File: config.mk
export PLATFORM = sky130hd
export DESIGN_NAME = pipeline_debug_ctrl_flat
export DESIGN_NICKNAME = d
export VERILOG_FILES = /design/src/rtl/pipeline_debug_ctrl_pkg.sv /design/src/rtl/pipeline_debug_ctrl_if.sv /design/src/rtl/pipeline_debug_ctrl_imem_word_assembler.sv /design/src/rtl/pipeline_debug_ctrl.sv /design/src/flat_wrapper.sv
export SDC_FILE = /design/constraint.sdc
export NUM_CORES = 1
export LEC_CHECK = 0
export CORE_ASPECT_RATIO = 1.25
export CORE_UTILIZATION = 40
export CTS_BUF_LIST = sky130_fd_sc_hd__clkbuf_4 sky130_fd_sc_hd__clkbuf_8 sky130_fd_sc_hd__clkbuf_16
export DETAILED_ROUTE_END_ITERATION = 10
export GPL_TIMING_DRIVEN = 0
export REMOVE_ABC_BUFFERS = 1
export SLEW_MARGIN = 40
export SYNTH_ARGS = -nofsm -noshare
export SYNTH_HDL_FRONTEND = slang
export SYNTH_HIERARCHICAL = 1
export SYNTH_SLANG_ARGS = --single-unit
File: constraint.sdc
create_clock -name i_clock -period 4.15 [get_ports i_clock]
set_clock_uncertainty 0.2 [all_clocks]
set_input_delay 1.0375 -clock i_clock [delete_from_list [all_inputs] [get_ports i_clock]]
set_output_delay 1.0375 -clock i_clock [all_outputs]
set_load 0.05 [all_outputs]
File: src/rtl/pipeline_debug_ctrl_pkg.sv
// Shared encodings for the pipeline debug controller: FSM states, UART
// command bytes and the instruction word that terminates a load.
package pipeline_debug_pkg;

  localparam logic [2:0] ST_IDLE = 3'd0;
  localparam logic [2:0] ST_LOAD = 3'd1;
  localparam logic [2:0] ST_RUN  = 3'd2;
  localparam logic [2:0] ST_STEP = 3'd3;
  localparam logic [2:0] ST_DONE = 3'd4;

  localparam logic [7:0] CMD_LOAD  = 8'h4C;  // 'L'
  localparam logic [7:0] CMD_RUN   = 8'h52;  // 'R'
  localparam logic [7:0] CMD_STEP  = 8'h53;  // 'S'
  localparam logic [7:0] CMD_NEXT  = 8'h4E;  // 'N'
  localparam logic [7:0] CMD_QUIT  = 8'h51;  // 'Q'
  localparam logic [7:0] CMD_CLEAR = 8'h43;  // 'C'

  localparam logic [31:0] HALT_WORD_DEFAULT = 32'hFFFF_FFFF;

  // Address width for a memory of 'depth' words (at least one bit).
  function automatic int clogb2(input int depth);
    return (depth <= 1) ? 1 : $clog2(depth);
  endfunction

endpackage

File: src/rtl/pipeline_debug_ctrl_if.sv
// Bundle between the debug controller, the UART receiver and the pipeline.
// master: the controller itself; slave: the UART/pipeline side.
interface pipeline_debug_ctrl_if #(
  parameter int NB_INSTR           = 32,
  parameter int LOG2_N_INSMEM_ADDR = 5,
  parameter int NB_CNT             = 32
);
  logic [7:0]                    i_rx_data;
  logic                          i_rx_valid;
  logic                          i_halt;
  logic                          o_pipe_valid;
  logic                          o_pipe_reset;
  logic                          o_imem_we;
  logic [LOG2_N_INSMEM_ADDR-1:0] o_imem_addr;
  logic [NB_INSTR-1:0]           o_imem_data;
  logic [2:0]                    o_state;
  logic [NB_CNT-1:0]             o_cycle_count;
  logic                          o_done;

  modport master (
    input  i_rx_data, i_rx_valid, i_halt,
    output o_pipe_valid, o_pipe_reset, o_imem_we, o_imem_addr, o_imem_data,
           o_state, o_cycle_count, o_done
  );

  modport slave (
    output i_rx_data, i_rx_valid, i_halt,
    input  o_pipe_valid, o_pipe_reset, o_imem_we, o_imem_addr, o_imem_data,
           o_state, o_cycle_count, o_done
  );
endinterface

File: src/rtl/pipeline_debug_ctrl_imem_word_assembler.sv
// Packs UART bytes (MSB first) into instruction words and issues one
// registered instruction-memory write per completed word.
module imem_word_assembler
  import pipeline_debug_pkg::*;
#(
  parameter int                  NB_INSTR           = 32,
  parameter int                  N_ADDR             = 32,
  parameter int                  LOG2_N_INSMEM_ADDR = clogb2(N_ADDR),
  parameter logic [NB_INSTR-1:0] HALT_WORD          = NB_INSTR'(HALT_WORD_DEFAULT)
) (
  input  logic                          clk,
  input  logic                          rst,
  input  logic                          start,     // clear counters for a new load
  input  logic                          en,        // bytes are data (LOAD state)
  input  logic                          rx_valid,
  input  logic [7:0]                    rx_data,
  output logic                          we,
  output logic [LOG2_N_INSMEM_ADDR-1:0] addr,
  output logic [NB_INSTR-1:0]           data,
  output logic                          load_end   // this byte completes the final word
);
  localparam int NB_BYTES = NB_INSTR / 8;
  localparam int NB_BCNT  = (NB_BYTES > 1) ? $clog2(NB_BYTES) : 1;

  logic [NB_BCNT-1:0]            byte_cnt;
  logic [LOG2_N_INSMEM_ADDR-1:0] addr_cnt;
  logic [NB_INSTR-9:0]           shift_p0;
  logic [NB_INSTR-1:0]           word_next;
  logic                          byte_acc;
  logic                          last_byte;

  assign byte_acc  = en && rx_valid;
  assign word_next = {shift_p0, rx_data};
  assign last_byte = byte_acc && (byte_cnt == NB_BCNT'(NB_BYTES - 1));
  // Decided while the last byte is on the bus so the FSM leaves LOAD in the
  // same edge as the write is registered and the next byte is a command.
  assign load_end  = last_byte &&
                     ((word_next == HALT_WORD) ||
                      (addr_cnt == LOG2_N_INSMEM_ADDR'(N_ADDR - 1)));

  // Byte shift register; stale bits are always overwritten before use.
  always_ff @(posedge clk) begin
    if (byte_acc) shift_p0 <= word_next[NB_INSTR-9:0];
  end

  // Byte and address counters; a reset mid-word discards the partial word.
  always_ff @(posedge clk or posedge rst) begin
    if (rst) begin
      byte_cnt <= '0;
      addr_cnt <= '0;
    end else if (start) begin
      byte_cnt <= '0;
      addr_cnt <= '0;
    end else if (byte_acc) begin
      byte_cnt <= last_byte ? '0 : byte_cnt + 1'b1;
      if (last_byte) addr_cnt <= addr_cnt + 1'b1;
    end
  end

  // ---- stage p1: registered memory write port ----
  // Write strobe, address and data; address/data hold between writes.
  always_ff @(posedge clk or posedge rst) begin
    if (rst) begin
      we   <= 1'b0;
      addr <= '0;
      data <= '0;
    end else begin
      we <= last_byte;
      if (last_byte) begin
        addr <= addr_cnt;
        data <= word_next;
      end
    end
  end

endmodule

File: src/rtl/pipeline_debug_ctrl.sv
// Debug sequencing controller for the MIPS pipeline: decodes UART commands,
// loads instruction memory, gates the pipeline enable for run/step and
// counts executed cycles.
module pipeline_debug_ctrl
  import pipeline_debug_pkg::*;
#(
  parameter int                  NB_INSTR           = 32,
  parameter int                  N_ADDR             = 32,
  parameter int                  LOG2_N_INSMEM_ADDR = clogb2(N_ADDR),
  parameter int                  NB_CNT             = 32,
  parameter logic [NB_INSTR-1:0] HALT_WORD          = NB_INSTR'(HALT_WORD_DEFAULT)
) (
  input  logic                  i_clock,
  input  logic                  i_reset,
  pipeline_debug_ctrl_if.master bus
);
  logic [2:0]        state;
  logic [2:0]        state_next;
  logic              step_p1;
  logic              pipe_reset_p1;
  logic [NB_CNT-1:0] cycle_cnt;
  logic              pipe_valid;
  logic              rx;
  logic              halt;
  logic              load_start;
  logic              load_end;
  logic              clear_cmd;
  logic              step_req;
  logic              imem_we;

  function automatic logic [NB_CNT-1:0] sat_inc(input logic [NB_CNT-1:0] v);
    return (&v) ? v : v + 1'b1;
  endfunction

  assign rx         = bus.i_rx_valid;
  assign halt       = bus.i_halt;
  assign load_start = (state == ST_IDLE) && rx && (bus.i_rx_data == CMD_LOAD);
  assign clear_cmd  = ((state == ST_IDLE) || (state == ST_DONE)) && rx &&
                      (bus.i_rx_data == CMD_CLEAR);
  // Halt wins over a simultaneous 'N'.
  assign step_req   = (state == ST_STEP) && rx && !halt &&
                      (bus.i_rx_data == CMD_NEXT);

  imem_word_assembler #(
    .NB_INSTR          (NB_INSTR),
    .N_ADDR            (N_ADDR),
    .LOG2_N_INSMEM_ADDR(LOG2_N_INSMEM_ADDR),
    .HALT_WORD         (HALT_WORD)
  ) u_asm (
    .clk     (i_clock),
    .rst     (i_reset),
    .start   (load_start),
    .en      (state == ST_LOAD),
    .rx_valid(rx),
    .rx_data (bus.i_rx_data),
    .we      (imem_we),
    .addr    (bus.o_imem_addr),
    .data    (bus.o_imem_data),
    .load_end(load_end)
  );

  // Next-state decode of the command stream.
  always_comb begin
    state_next = state;
    case (state)
      ST_IDLE: begin
        if (rx) begin
          case (bus.i_rx_data)
            CMD_LOAD: state_next = ST_LOAD;
            CMD_RUN:  state_next = ST_RUN;
            CMD_STEP: state_next = ST_STEP;
            default:  state_next = ST_IDLE;
          endcase
        end
      end
      ST_LOAD: if (load_end) state_next = ST_IDLE;
      ST_RUN:  if (halt) state_next = ST_DONE;
      ST_STEP: begin
        if (halt) state_next = ST_DONE;
        else if (rx && (bus.i_rx_data == CMD_QUIT)) state_next = ST_IDLE;
      end
      ST_DONE: if (clear_cmd) state_next = ST_IDLE;
      default: state_next = ST_IDLE;
    endcase
  end

  // Halt gates RUN combinationally; enable never overlaps reset or a write.
  assign pipe_valid = (((state == ST_RUN) && !halt) || step_p1) &&
                      !pipe_reset_p1 && !imem_we;

  // ---- stage p1: FSM state, step pulse and pipeline reset pulse ----
  // Reset pulse register comes out of reset high to give one pulse after release.
  always_ff @(posedge i_clock or posedge i_reset) begin
    if (i_reset) begin
      state         <= ST_IDLE;
      step_p1       <= 1'b0;
      pipe_reset_p1 <= 1'b1;
    end else begin
      state         <= state_next;
      step_p1       <= step_req;
      pipe_reset_p1 <= clear_cmd;
    end
  end

  // Saturating count of enabled pipeline cycles, cleared by 'C'.
  always_ff @(posedge i_clock or posedge i_reset) begin
    if (i_reset)         cycle_cnt <= '0;
    else if (clear_cmd)  cycle_cnt <= '0;
    else if (pipe_valid) cycle_cnt <= sat_inc(cycle_cnt);
  end

  assign bus.o_pipe_valid  = pipe_valid;
  assign bus.o_pipe_reset  = pipe_reset_p1;
  assign bus.o_imem_we     = imem_we;
  assign bus.o_state       = state;
  assign bus.o_cycle_count = cycle_cnt;
  assign bus.o_done        = (state == ST_DONE);

endmodule

File: src/flat_wrapper.sv
// flat-port wrapper written by rule: the top's interface ports become plain ports
module pipeline_debug_ctrl_flat import pipeline_debug_pkg::*;
#(
  parameter int                  NB_INSTR           = 32,
  parameter int                  N_ADDR             = 32,
  parameter int                  LOG2_N_INSMEM_ADDR = clogb2(N_ADDR),
  parameter int                  NB_CNT             = 32,
  parameter logic [NB_INSTR-1:0] HALT_WORD          = NB_INSTR'(HALT_WORD_DEFAULT)
)
  (i_clock, i_reset, bus_i_rx_data, bus_i_rx_valid, bus_i_halt, bus_o_pipe_valid, bus_o_pipe_reset, bus_o_imem_we, bus_o_imem_addr, bus_o_imem_data, bus_o_state, bus_o_cycle_count, bus_o_done);
  pipeline_debug_ctrl_if #(.NB_INSTR(NB_INSTR), .LOG2_N_INSMEM_ADDR(LOG2_N_INSMEM_ADDR), .NB_CNT(NB_CNT)) bus_i ();
  input  logic i_clock;
  input  logic i_reset;
  input wire logic [$bits(bus_i.i_rx_data)-1:0] bus_i_rx_data;
  input wire logic [$bits(bus_i.i_rx_valid)-1:0] bus_i_rx_valid;
  input wire logic [$bits(bus_i.i_halt)-1:0] bus_i_halt;
  output wire logic [$bits(bus_i.o_pipe_valid)-1:0] bus_o_pipe_valid;
  output wire logic [$bits(bus_i.o_pipe_reset)-1:0] bus_o_pipe_reset;
  output wire logic [$bits(bus_i.o_imem_we)-1:0] bus_o_imem_we;
  output wire logic [$bits(bus_i.o_imem_addr)-1:0] bus_o_imem_addr;
  output wire logic [$bits(bus_i.o_imem_data)-1:0] bus_o_imem_data;
  output wire logic [$bits(bus_i.o_state)-1:0] bus_o_state;
  output wire logic [$bits(bus_i.o_cycle_count)-1:0] bus_o_cycle_count;
  output wire logic [$bits(bus_i.o_done)-1:0] bus_o_done;
  assign bus_i.i_rx_data = bus_i_rx_data;
  assign bus_i.i_rx_valid = bus_i_rx_valid;
  assign bus_i.i_halt = bus_i_halt;
  assign bus_o_pipe_valid = bus_i.o_pipe_valid;
  assign bus_o_pipe_reset = bus_i.o_pipe_reset;
  assign bus_o_imem_we = bus_i.o_imem_we;
  assign bus_o_imem_addr = bus_i.o_imem_addr;
  assign bus_o_imem_data = bus_i.o_imem_data;
  assign bus_o_state = bus_i.o_state;
  assign bus_o_cycle_count = bus_i.o_cycle_count;
  assign bus_o_done = bus_i.o_done;
  pipeline_debug_ctrl #(.NB_INSTR(NB_INSTR), .N_ADDR(N_ADDR), .LOG2_N_INSMEM_ADDR(LOG2_N_INSMEM_ADDR), .NB_CNT(NB_CNT), .HALT_WORD(HALT_WORD)) u_core (.i_clock(i_clock), .i_reset(i_reset), .bus(bus_i));
endmodule
==> flow_metrics.tcl, run 1 <==
set metrics [dict create \
    cts_hold_buffers 0 \
    grt-ovfl-total 0 \
    met2WireLength_mm 5.57 \
    timing.critical_path.cells "clkdlybuf4s50_1 > nor4b_4 > o21a_1 > dlygate4sd2_1" \
    fp.dieArea_um2 12400 \
    core_area_um2 11700 \
    vias 3778 \
    synthTopCellsByCount "nand2_1 (134), dfrtp_1 (81), a21oi_1 (26)" \
    power_leakage_nw 2.54 \
    slew_headroom 0.530 \
    final_layout_size_suffix_gt1_frac 0.0572 \
    synth.area.top_cells "dfrtp_1 (42%), edfxtp_1 (15%), nand2_1 (10%)" \
    first_global_vias 3766 \
    syn_inst 477 \
    clk_pin_slew_ns 0.07 \
    vias_per_cell 5.25 \
    rsz0062_at_grt "false" \
    grt_max_degree 44 \
    ys_seq_elements 106 \
    cts_inserted_buffers 9 \
    worst_setup_path_end_kind "output pin" \
    synth_top_area_cell "dfrtp_1" \
    hold_class "reg2reg" \
    cts_tree "built" \
    top_layer "met4" \
    routed_wirelength_mm 11.0 \
    ys_types 52 \
    antenna_found_initial 0 \
    drtIter0Drc 118 \
    fmax_mhz 251 \
    synth_edf_count 24 \
    slowest_stage "dlygate4sd2_1" \
    first_pass_iters 4 \
    slowest_delay_ns 0.57 \
    insertion_delay_ns 0.35 \
    antennaDiodeCount 0 \
    post_cts.repair.setup_buffers 0 \
    root_buffer "clkbuf_16" \
    clock_sink_count 106 \
    hold_violations 0 \
    vdd_drop_max_mv 0.249 \
    gp_congestion 0.801 \
    final_cells 720 \
    fp-row-count 44 \
    areaGrowthSynthToFinish_pct 27.3 \
    cp.arrival_ns 2.75 \
    grt_usage 0.190 \
    ios 88 \
    fin_nets 570 \
    yosysWarnings 6 \
    cts-htree-levels 3 \
    hpwlAfterDp_mm 7.63 \
    portBuffers 87 \
    dp_slack_ns -0.121 \
    crit_type "in2out" \
    placed_cells 704 \
    wl_met3_um 587 \
    syn_avg_cell_area_um2 10.1 \
    cap_violations 0 \
    m1WireLength_mm 4.73 \
    worst_slew_pin_slew_ns 0.705 \
    start_kind "input port" \
    route.detailed.drc 0 \
    final_max_slew_viol_count 0 \
    syn_area_um2 4800 \
    ant_nets 0 \
    layout_setup_ws_ns 0.164 \
    synth_flop_cell "dfrtp_1" \
    yosysMostFrequentCell "nand2_1" \
    setup_viol 0 \
    clockBufferDepth 2 \
    start_util 0.411 \
    post-route-min-period_ns 3.99 \
    status "finished, final reports clean" \
    synth_top_area_frac 0.422 \
    period_share 0.961 \
    cp.required_ns 2.91 \
    dieWidth_um 100 \
    cp_max_fo 5 \
    synthArstFlopShare 0.774 \
    grt_pass1_wl_mm 18.7 \
    p_total_mw 3.54 \
    fp.dieH_um 124 \
    yosysSeqAreaShare 0.578 \
    wl_per_cell_um 15.3 \
    nFillCells 1121 \
    powerDensity_nw_per_um2 579 \
]
[through the flow]
stage	hold slack (ns)	util	TNS, ns	instance area (µm²)
after floorplan	0.240	-	0	4660
after global placement	0.256	0.491	-0.0666	5730
after detailed placement	0.257	0.498	-0.121	5810
after CTS	0.275	0.523	0	6110
after global routing	0.295	0.523	0	6110
final	0.272	0.523	0	6110
[cell usage in the layout, fill, tap and decap left out, types with 2 or more instances in the layout]
cell | synthesis | final
nand2_1 | 134 | 134
clkdlybuf4s50_1 | 0 | 86
dfrtp_1 | 81 | 81
a21oi_1 | 26 | 26
edfxtp_1 | 24 | 24
nand4_1 | 21 | 21
o21ai_0 | 21 | 21
nor2_1 | 20 | 20
or3_1 | 18 | 18
nand3_1 | 16 | 16
clkbuf_16 | 0 | 9
and3_1 | 8 | 8
and4_1 | 7 | 7
xnor2_1 | 7 | 7
o21a_1 | 4 | 4
inv_2 | 1 | 4
or4_1 | 4 | 4
nor3b_1 | 4 | 4
a2111oi_0 | 4 | 4
xor2_1 | 4 | 4
ha_1 | 4 | 4
inv_1 | 7 | 3
a211oi_1 | 3 | 3
nor4_1 | 3 | 3
mux2i_1 | 3 | 3
clkinvlp_4 | 0 | 2
and2_1 | 2 | 2
nor3_1 | 2 | 2
nor4b_1 | 2 | 2
or2_2 | 2 | 2
o31ai_1 | 2 | 2
nor2b_1 | 2 | 2
[metal layers]
layer | vias up | global-route usage
li1 | 1837 | -
met1 | 1831 | 0.241
met2 | 97 | 0.314
met3 | 13 | 0.0443
met4 | 0 | 0.0675
met5 | - | 0
[layout make-up]
cell class                 instances  area [µm²]  area share
clock buffer                      10         233      0.0381
clock inverter                     6        66.3      0.0109
inverter                           8        32.5     0.00533
multi-input combinational        339        1880       0.307
sequential                       106        2770       0.454
tap                              161         201      0.0330
timing repair buffer              90         925       0.151
[critical path, delay by kind of cell]
family	cells	cell delay (ns)
compound gates	1	0.30
buf+inv	2	1.08
simple gates	1	0.33
[state kept, by name (all words and copies together) (netlist names)]
register / count
u_core/u_asm/shift_p0: 24
u_core/step_p1: 1
u_core/bus.o_state: 3
u_core/bus.o_cycle_count: 32
u_core/u_asm/data: 32
u_core/u_asm/addr_cnt: 5
u_core/bus.o_pipe_reset: 1
u_core/u_asm/we: 1
u_core/u_asm/addr: 5
u_core/u_asm/byte_cnt: 2
[timing repair]
action                                  4_1_cts  5_1_grt
resized for setup                             1        0
endpoints found under the hold margin         0        0
endpoints found under the setup margin        1        0
[cells by family after synthesis]
logic type,share of synthesized area
AO/OA/AOI/OAI,0.0879
AND/OR/NAND/NOR,0.260
buffers and inverters,0.0349
multiplexers,0.00861
flip-flops,0.578
adder cells (fa/ha/maj),0.0104
XOR/XNOR,0.0201
[worst paths after layout]
| check | start | endpoint | slack (ns) | cells after the start |
|---|---|---|---|---|
| max | bus_i_halt | bus_o_pipe_valid | 0.16 | 4 |
| min | u_core/u_asm/data[27] | u_core/u_asm/data[27] | 0.27 | 2 |
| max reg2reg | u_core/bus.o_state[0] | u_core/bus.o_state[1] | 1.19 | 8 |
| min reg2reg | u_core/u_asm/data[27] | u_core/u_asm/data[27] | 0.27 | 2 |
| max in group asynchronous | i_reset | u_core/bus.o_cycle_count[7] | 2.40 | 3 |
| min in group asynchronous | i_reset | u_core/u_asm/addr[1] | 0.76 | 2 |
[power breakdown]
part	switching, mW	total, mW	leakage, nW	internal [mW]
clock	0.382	0.858	0.140	0.476
combinational	0.842	1.23	1.09	0.386
sequential	0.147	1.45	1.31	1.30
total	1.37	3.54	2.54	2.17
Power figures use the tool's default switching activity.
==> run 2: changes to the inputs <==
--- a/config.mk
+++ b/config.mk
@@ -6,6 +6,7 @@
 export NUM_CORES = 1
 export LEC_CHECK = 0
 export CORE_ASPECT_RATIO = 1.25
+export CORE_MARGIN = 1.5
 export CORE_UTILIZATION = 40
 export CTS_BUF_LIST = sky130_fd_sc_hd__clkbuf_4 sky130_fd_sc_hd__clkbuf_8 sky130_fd_sc_hd__clkbuf_16
 export DETAILED_ROUTE_END_ITERATION = 10
==> run 2 against run 1 <==
Die area increased by 1.8%. First-iteration DRC count increased by 59%. Sequential cell count unchanged. Core utilization increased by 0.39 points. Sequential power about the same. Combinational power about the same. Largest power group unchanged.
==> flow_metrics.tcl, run 2 (synthesized netlist as in run 1, its figures left out) <==
set metrics [dict create \
    status "finished, final reports clean" \
    timing.critical_path.cells "clkdlybuf4s50_1 > nor4b_4 > o21a_1 > dlygate4sd2_1" \
    multi_input_area_um2 1880 \
    reg2reg_from "u_core/bus.o_state[0]" \
    first_pass_iters 4 \
    powerDensity_nw_per_um2 594 \
    grt-ovfl-total 0 \
    areaGrowthSynthToFinish_pct 28.2 \
    final_common_cell "nand2_1" \
    grt_max_degree 44 \
    fp.dieArea_um2 12700 \
    vias_per_cell 5.28 \
    fin_nets 570 \
    crit_type "in2out" \
    antenna_found_initial 0 \
    placed_area_um2 5810 \
    cts_tree "built" \
    period_share 0.955 \
    fp.dieH_um 125 \
    cp.arrival_ns 2.73 \
    hold_class "reg2reg" \
    ios 88 \
    final_max_slew_viol_count 0 \
    cts-htree-levels 3 \
    p_comb_frac 0.337 \
    r2r_end "u_core/u_asm/addr_cnt[3]" \
    nFillCells 1098 \
    dp_slack_ns -0.118 \
    core_area_um2 11700 \
    clk_pin_slew_ns 0.07 \
    portBuffers 87 \
    slowest_stage "dlygate4sd2_1" \
    min_to "u_core/u_asm/data[30]" \
    final_area_um2 6150 \
    layout_setup_ws_ns 0.187 \
    min_from "u_core/u_asm/data[30]" \
    start_util 0.411 \
    slew_headroom 0.521 \
    cts_inserted_buffers 9 \
    power_leakage_nw 2.57 \
    routed_wirelength_mm 11.0 \
    route.detailed.drc 0 \
    hpwlAfterDp_mm 7.52 \
    final_layout_size_suffix_gt1_frac 0.0572 \
    fmax_mhz 252 \
    setup_viol 0 \
    grt_usage 0.183 \
    hold_violations 0 \
    final_cells 720 \
    switchingPower_mw 1.36 \
    grt_pass1_wl_mm 18.5 \
    mostFrequentLayoutCells "nand2_1 (134), clkdlybuf4s50_1 (86), dfrtp_1 (81)" \
    worst_hold_slack_ns 0.273 \
    swShare 0.373 \
    ant_nets 0 \
    antennaDiodeCount 0 \
    root_buffer "clkbuf_16" \
    r2r_setup_slack_ns 1.24 \
    dieWidth_um 101 \
    pwr-share-seq 0.396 \
    worst_setup_path_end_kind "output pin" \
    vias 3801 \
    regArea_um2 2770 \
    clkPwrFrac 0.267 \
    insertion_delay_ns 0.34 \
    cap_violations 0 \
    rsz0062_at_grt "false" \
    placed_cells 704 \
    worst_slew_pin_slew_ns 0.717 \
    postLayoutCoreUtil 0.527 \
    start_kind "input port" \
    fp-row-count 44 \
    min_path_cells 2 \
    clock_sink_count 106 \
    cp_max_fo 5 \
    vdd_drop_max_mv 0.262 \
    post_cts.repair.setup_buffers 0 \
    p_int_mw 2.29 \
    cp.required_ns 2.91 \
    gp_congestion 0.805 \
    drtIter0Drc 188 \
    reg2reg_depth 6 \
    first_global_vias 3783 \
    slowest_delay_ns 0.56 \
    wl_per_cell_um 15.2 \
    post-route-min-period_ns 3.96 \
    clockBufferDepth 2 \
]
[run 2: cell count changes in the layout (fill, tap and decap cells not counted)]
cell and change:
inv_6 +1, bufinv_16 +2, clkinvlp_4 -2, clkinv_4 -1
[run 2: worst max-delay path by stage]
stage                                     start          endpoint  slack, ns  depth (start not counted)
after floorplan           u_core/bus.o_state[2]        bus_o_done       0.75                          1
after global placement               bus_i_halt  bus_o_pipe_valid      -0.07                          4
after detailed placement             bus_i_halt  bus_o_pipe_valid      -0.12                          4
after CTS                            bus_i_halt  bus_o_pipe_valid       0.17                          4
after global routing                 bus_i_halt  bus_o_pipe_valid       0.04                          4
final                                bus_i_halt  bus_o_pipe_valid       0.19                          4
[run 2: layout make-up]
type                    instances  area share
clock inverters                 6      0.0181
clock buffers                  10      0.0378
inverters                       8     0.00529
well taps                     161      0.0327
repair buffers                 90       0.150
flip-flops and latches        106       0.451
multi-input cells             339       0.305
[run 2: layer usage]
metal | share of wire | GRT usage
met1 | 0.45 | 0.235
met2 | 0.49 | 0.306
met3 | 0.047 | 0.0363
met4 | 0.016 | 0.0662
met5 | 0 | 0
[run 2: metrics by stage]
step / power [mW] / setup TNS (ns)
floorplan: 2.26 / 0
global route: 3.84 / 0
CTS: 3.70 / 0
global placement: 2.68 / -0.0669
finish: 3.65 / 0
detailed placement: 2.71 / -0.118
[run 2: worst max-delay path, delay by kind of cell]
family | cells | cell delay (ns)
buffers and inverters | 2 | 1.07
AND/OR/NAND/NOR | 1 | 0.32
AO/OA/AOI/OAI | 1 | 0.29
[run 2: what timing repair did]
item | CTS | global route
hold buffers | 0 | 0
resized for setup | 1 | 0
endpoints found under the setup margin | 1 | 0
[run 2: power groups by stage]
| stage | Sequential, mW | Clock [mW] | Combinational [mW] |
|---|---|---|---|
| 2_1_floorplan | 1.99 | 0 | 0.271 |
| 3_3_place_gp | 1.46 | 0 | 1.22 |
| 3_5_place_dp | 1.47 | 0 | 1.24 |
| 4_1_cts | 1.45 | 1.00 | 1.25 |
| 5_1_grt | 1.48 | 1.04 | 1.32 |
| 6_report | 1.45 | 0.976 | 1.23 |
==> run 3: changes to the inputs <==
--- a/config.mk
+++ b/config.mk
@@ -6,7 +6,7 @@
 export NUM_CORES = 1
 export LEC_CHECK = 0
 export CORE_ASPECT_RATIO = 1.25
-export CORE_MARGIN = 1.5
+export CORE_MARGIN = 8
 export CORE_UTILIZATION = 40
 export CTS_BUF_LIST = sky130_fd_sc_hd__clkbuf_4 sky130_fd_sc_hd__clkbuf_8 sky130_fd_sc_hd__clkbuf_16
 export DETAILED_ROUTE_END_ITERATION = 10
==> run 3 against run 2 <==
Via count about the same. Largest power group unchanged. Clock power fell by 18%. Largest cell class unchanged. Critical path type unchanged. Critical path depth stayed put. Register-to-register slack barely moved.
==> flow_metrics.tcl, run 3 (synthesized netlist as in run 1, its figures left out) <==
set metrics [dict create \
    reg2reg_from "u_core/bus.o_state[0]" \
    ios 88 \
    r2r_setup_slack_ns 1.23 \
    insertion_delay_ns 0.34 \
    slew_headroom 0.529 \
    mostFrequentLayoutCells "nand2_1 (134), clkdlybuf4s50_1 (86), dfrtp_1 (81)" \
    period_share 0.961 \
    clockBufferDepth 2 \
    final_common_cell "nand2_1" \
    slowest_stage "dlygate4sd2_1" \
    grt-ovfl-total 0 \
    route.detailed.drc 0 \
    nFillCells 1119 \
    start_kind "input port" \
    areaGrowthSynthToFinish_pct 26.9 \
    powerDensity_nw_per_um2 573 \
    cp.required_ns 2.91 \
    vias 3802 \
    cp_top_family "buffers and inverters" \
    placed_area_um2 5810 \
    crit_type "in2out" \
    clock_sink_count 106 \
    final_cells 720 \
    busiest_layer "met2" \
    fp-row-count 44 \
    final_area_um2 6090 \
    cap_violations 0 \
    grtUsageMet2 0.252 \
    fmax_mhz 251 \
    first_pass_iters 4 \
    cts-htree-levels 3 \
    dieWidth_um 114 \
    placed_cells 704 \
    clk_pin_slew_ns 0.07 \
    start_util 0.411 \
    vias_per_cell 5.28 \
    antenna_found_initial 0 \
    layout_setup_ws_ns 0.164 \
    worst_setup_path_end_kind "output pin" \
    grt_usage 0.151 \
    rsz0062_at_grt "false" \
    power_leakage_nw 2.53 \
    min_from "u_core/u_asm/data[5]" \
    p_total_mw 3.49 \
    grt_pass1_wl_mm 19.4 \
    core_area_um2 11700 \
    vdd_drop_max_mv 0.246 \
    cp_max_fo 5 \
    r2r_end "u_core/bus.o_state[1]" \
    fin_nets 570 \
    cp.arrival_ns 2.75 \
    cts_tree "built" \
    routed_wirelength_mm 11.6 \
    cts_inserted_buffers 9 \
    min_to "u_core/u_asm/data[5]" \
    use_met3 0.0545 \
    final_max_slew_viol_count 0 \
    status "finished, final reports clean" \
    root_buffer "clkbuf_16" \
    antennaDiodeCount 0 \
    dp_slack_ns -0.118 \
    fp.dieArea_um2 15800 \
    post-route-min-period_ns 3.99 \
    timing.critical_path.cells "clkdlybuf4s50_1 > nor4b_4 > o21a_1 > dlygate4sd2_1" \
    setup_viol 0 \
    hold_violations 0 \
    gp_congestion 0.844 \
    portBuffers 87 \
    crit_buf_inv 2 \
    drtIter0Drc 150 \
    final_layout_size_suffix_gt1_frac 0.0590 \
    reg2reg_depth 8 \
    wl_per_cell_um 16.1 \
    first_global_vias 3743 \
    grt_max_degree 44 \
    hpwlAfterDp_mm 8.25 \
    ant_nets 0 \
    worst_slew_pin_slew_ns 0.705 \
    post_cts.repair.setup_buffers 0 \
    met1_usage 0.178 \
    slowest_delay_ns 0.57 \
    fin_tns_setup_ns 0 \
    hold_class "reg2reg" \
    worst_hold_slack_ns 0.273 \
    min_path_cells 2 \
    fp.dieH_um 138 \
    postLayoutCoreUtil 0.522 \
]
==> run 3: cell types whose count changed in the layout (fill, tap and decap cells not counted) <==
cell | before | now
clkinv_4 | 0 | 1
bufinv_16 | 3 | 0
clkinvlp_4 | 0 | 2
clkinv_1 | 1 | 0
clkbuf_4 | 1 | 0
inv_8 | 0 | 1
clkinv_2 | 0 | 2
inv_6 | 2 | 1
==> run 3: area by class of cell <==
cell class | count | area (µm²) | area share
Sequential cell | 106 | 2770 | 0.456
Clock inverter | 7 | 53.8 | 0.00884
Clock buffer | 9 | 225 | 0.0370
Timing Repair Buffer | 90 | 925 | 0.152
Tap cell | 161 | 201 | 0.0331
Inverter | 8 | 32.5 | 0.00534
Multi-Input combinational cell | 339 | 1880 | 0.308
==> run 3: metal layers <==
layer / share of wire / wire length (µm) / vias to the layer above
met5: 0 / 0 / -
met4: 0.0066 / 76 / 0
met3: 0.067 / 776 / 6
met2: 0.51 / 5880 / 92
met1: 0.42 / 4860 / 1864
li1: - / - / 1840
==> run 3: worst max path at each step <==
stage,from,to,slack [ns],cells after the start
2_1_floorplan,u_core/bus.o_state[2],bus_o_done,0.75,1
3_5_place_dp,bus_i_halt,bus_o_pipe_valid,-0.12,4
6_report,bus_i_halt,bus_o_pipe_valid,0.16,4
3_3_place_gp,bus_i_halt,bus_o_pipe_valid,-0.07,4
4_1_cts,bus_i_halt,bus_o_pipe_valid,0.17,4
5_1_grt,bus_i_halt,bus_o_pipe_valid,0.07,4
==> run 3: worst register-to-register path: stages, from the launching register on <==
cell and delay [ns]:
dfrtp_1 0.57, nor3b_1 0.43, nand3_4 0.44, nor2_1 0.31
mux2i_1 0.10, mux2i_1 0.18, o311ai_0 0.16, o21a_1 0.15
mux2_2 0.26
==> run 3: repair_timing <==
item,in CTS,in global routing
hold buffers,0,0
endpoints found under the setup margin,1,0
endpoints found under the hold margin,0,0
resized for setup,1,0
==> run 3: where the power goes <==
group	leakage (nW)	internal (mW)	total, mW	switching (mW)
Combinational	1.09	0.387	1.24	0.851
Sequential	1.31	1.30	1.45	0.143
Clock	0.134	0.412	0.802	0.390
Total	2.53	2.10	3.49	1.38
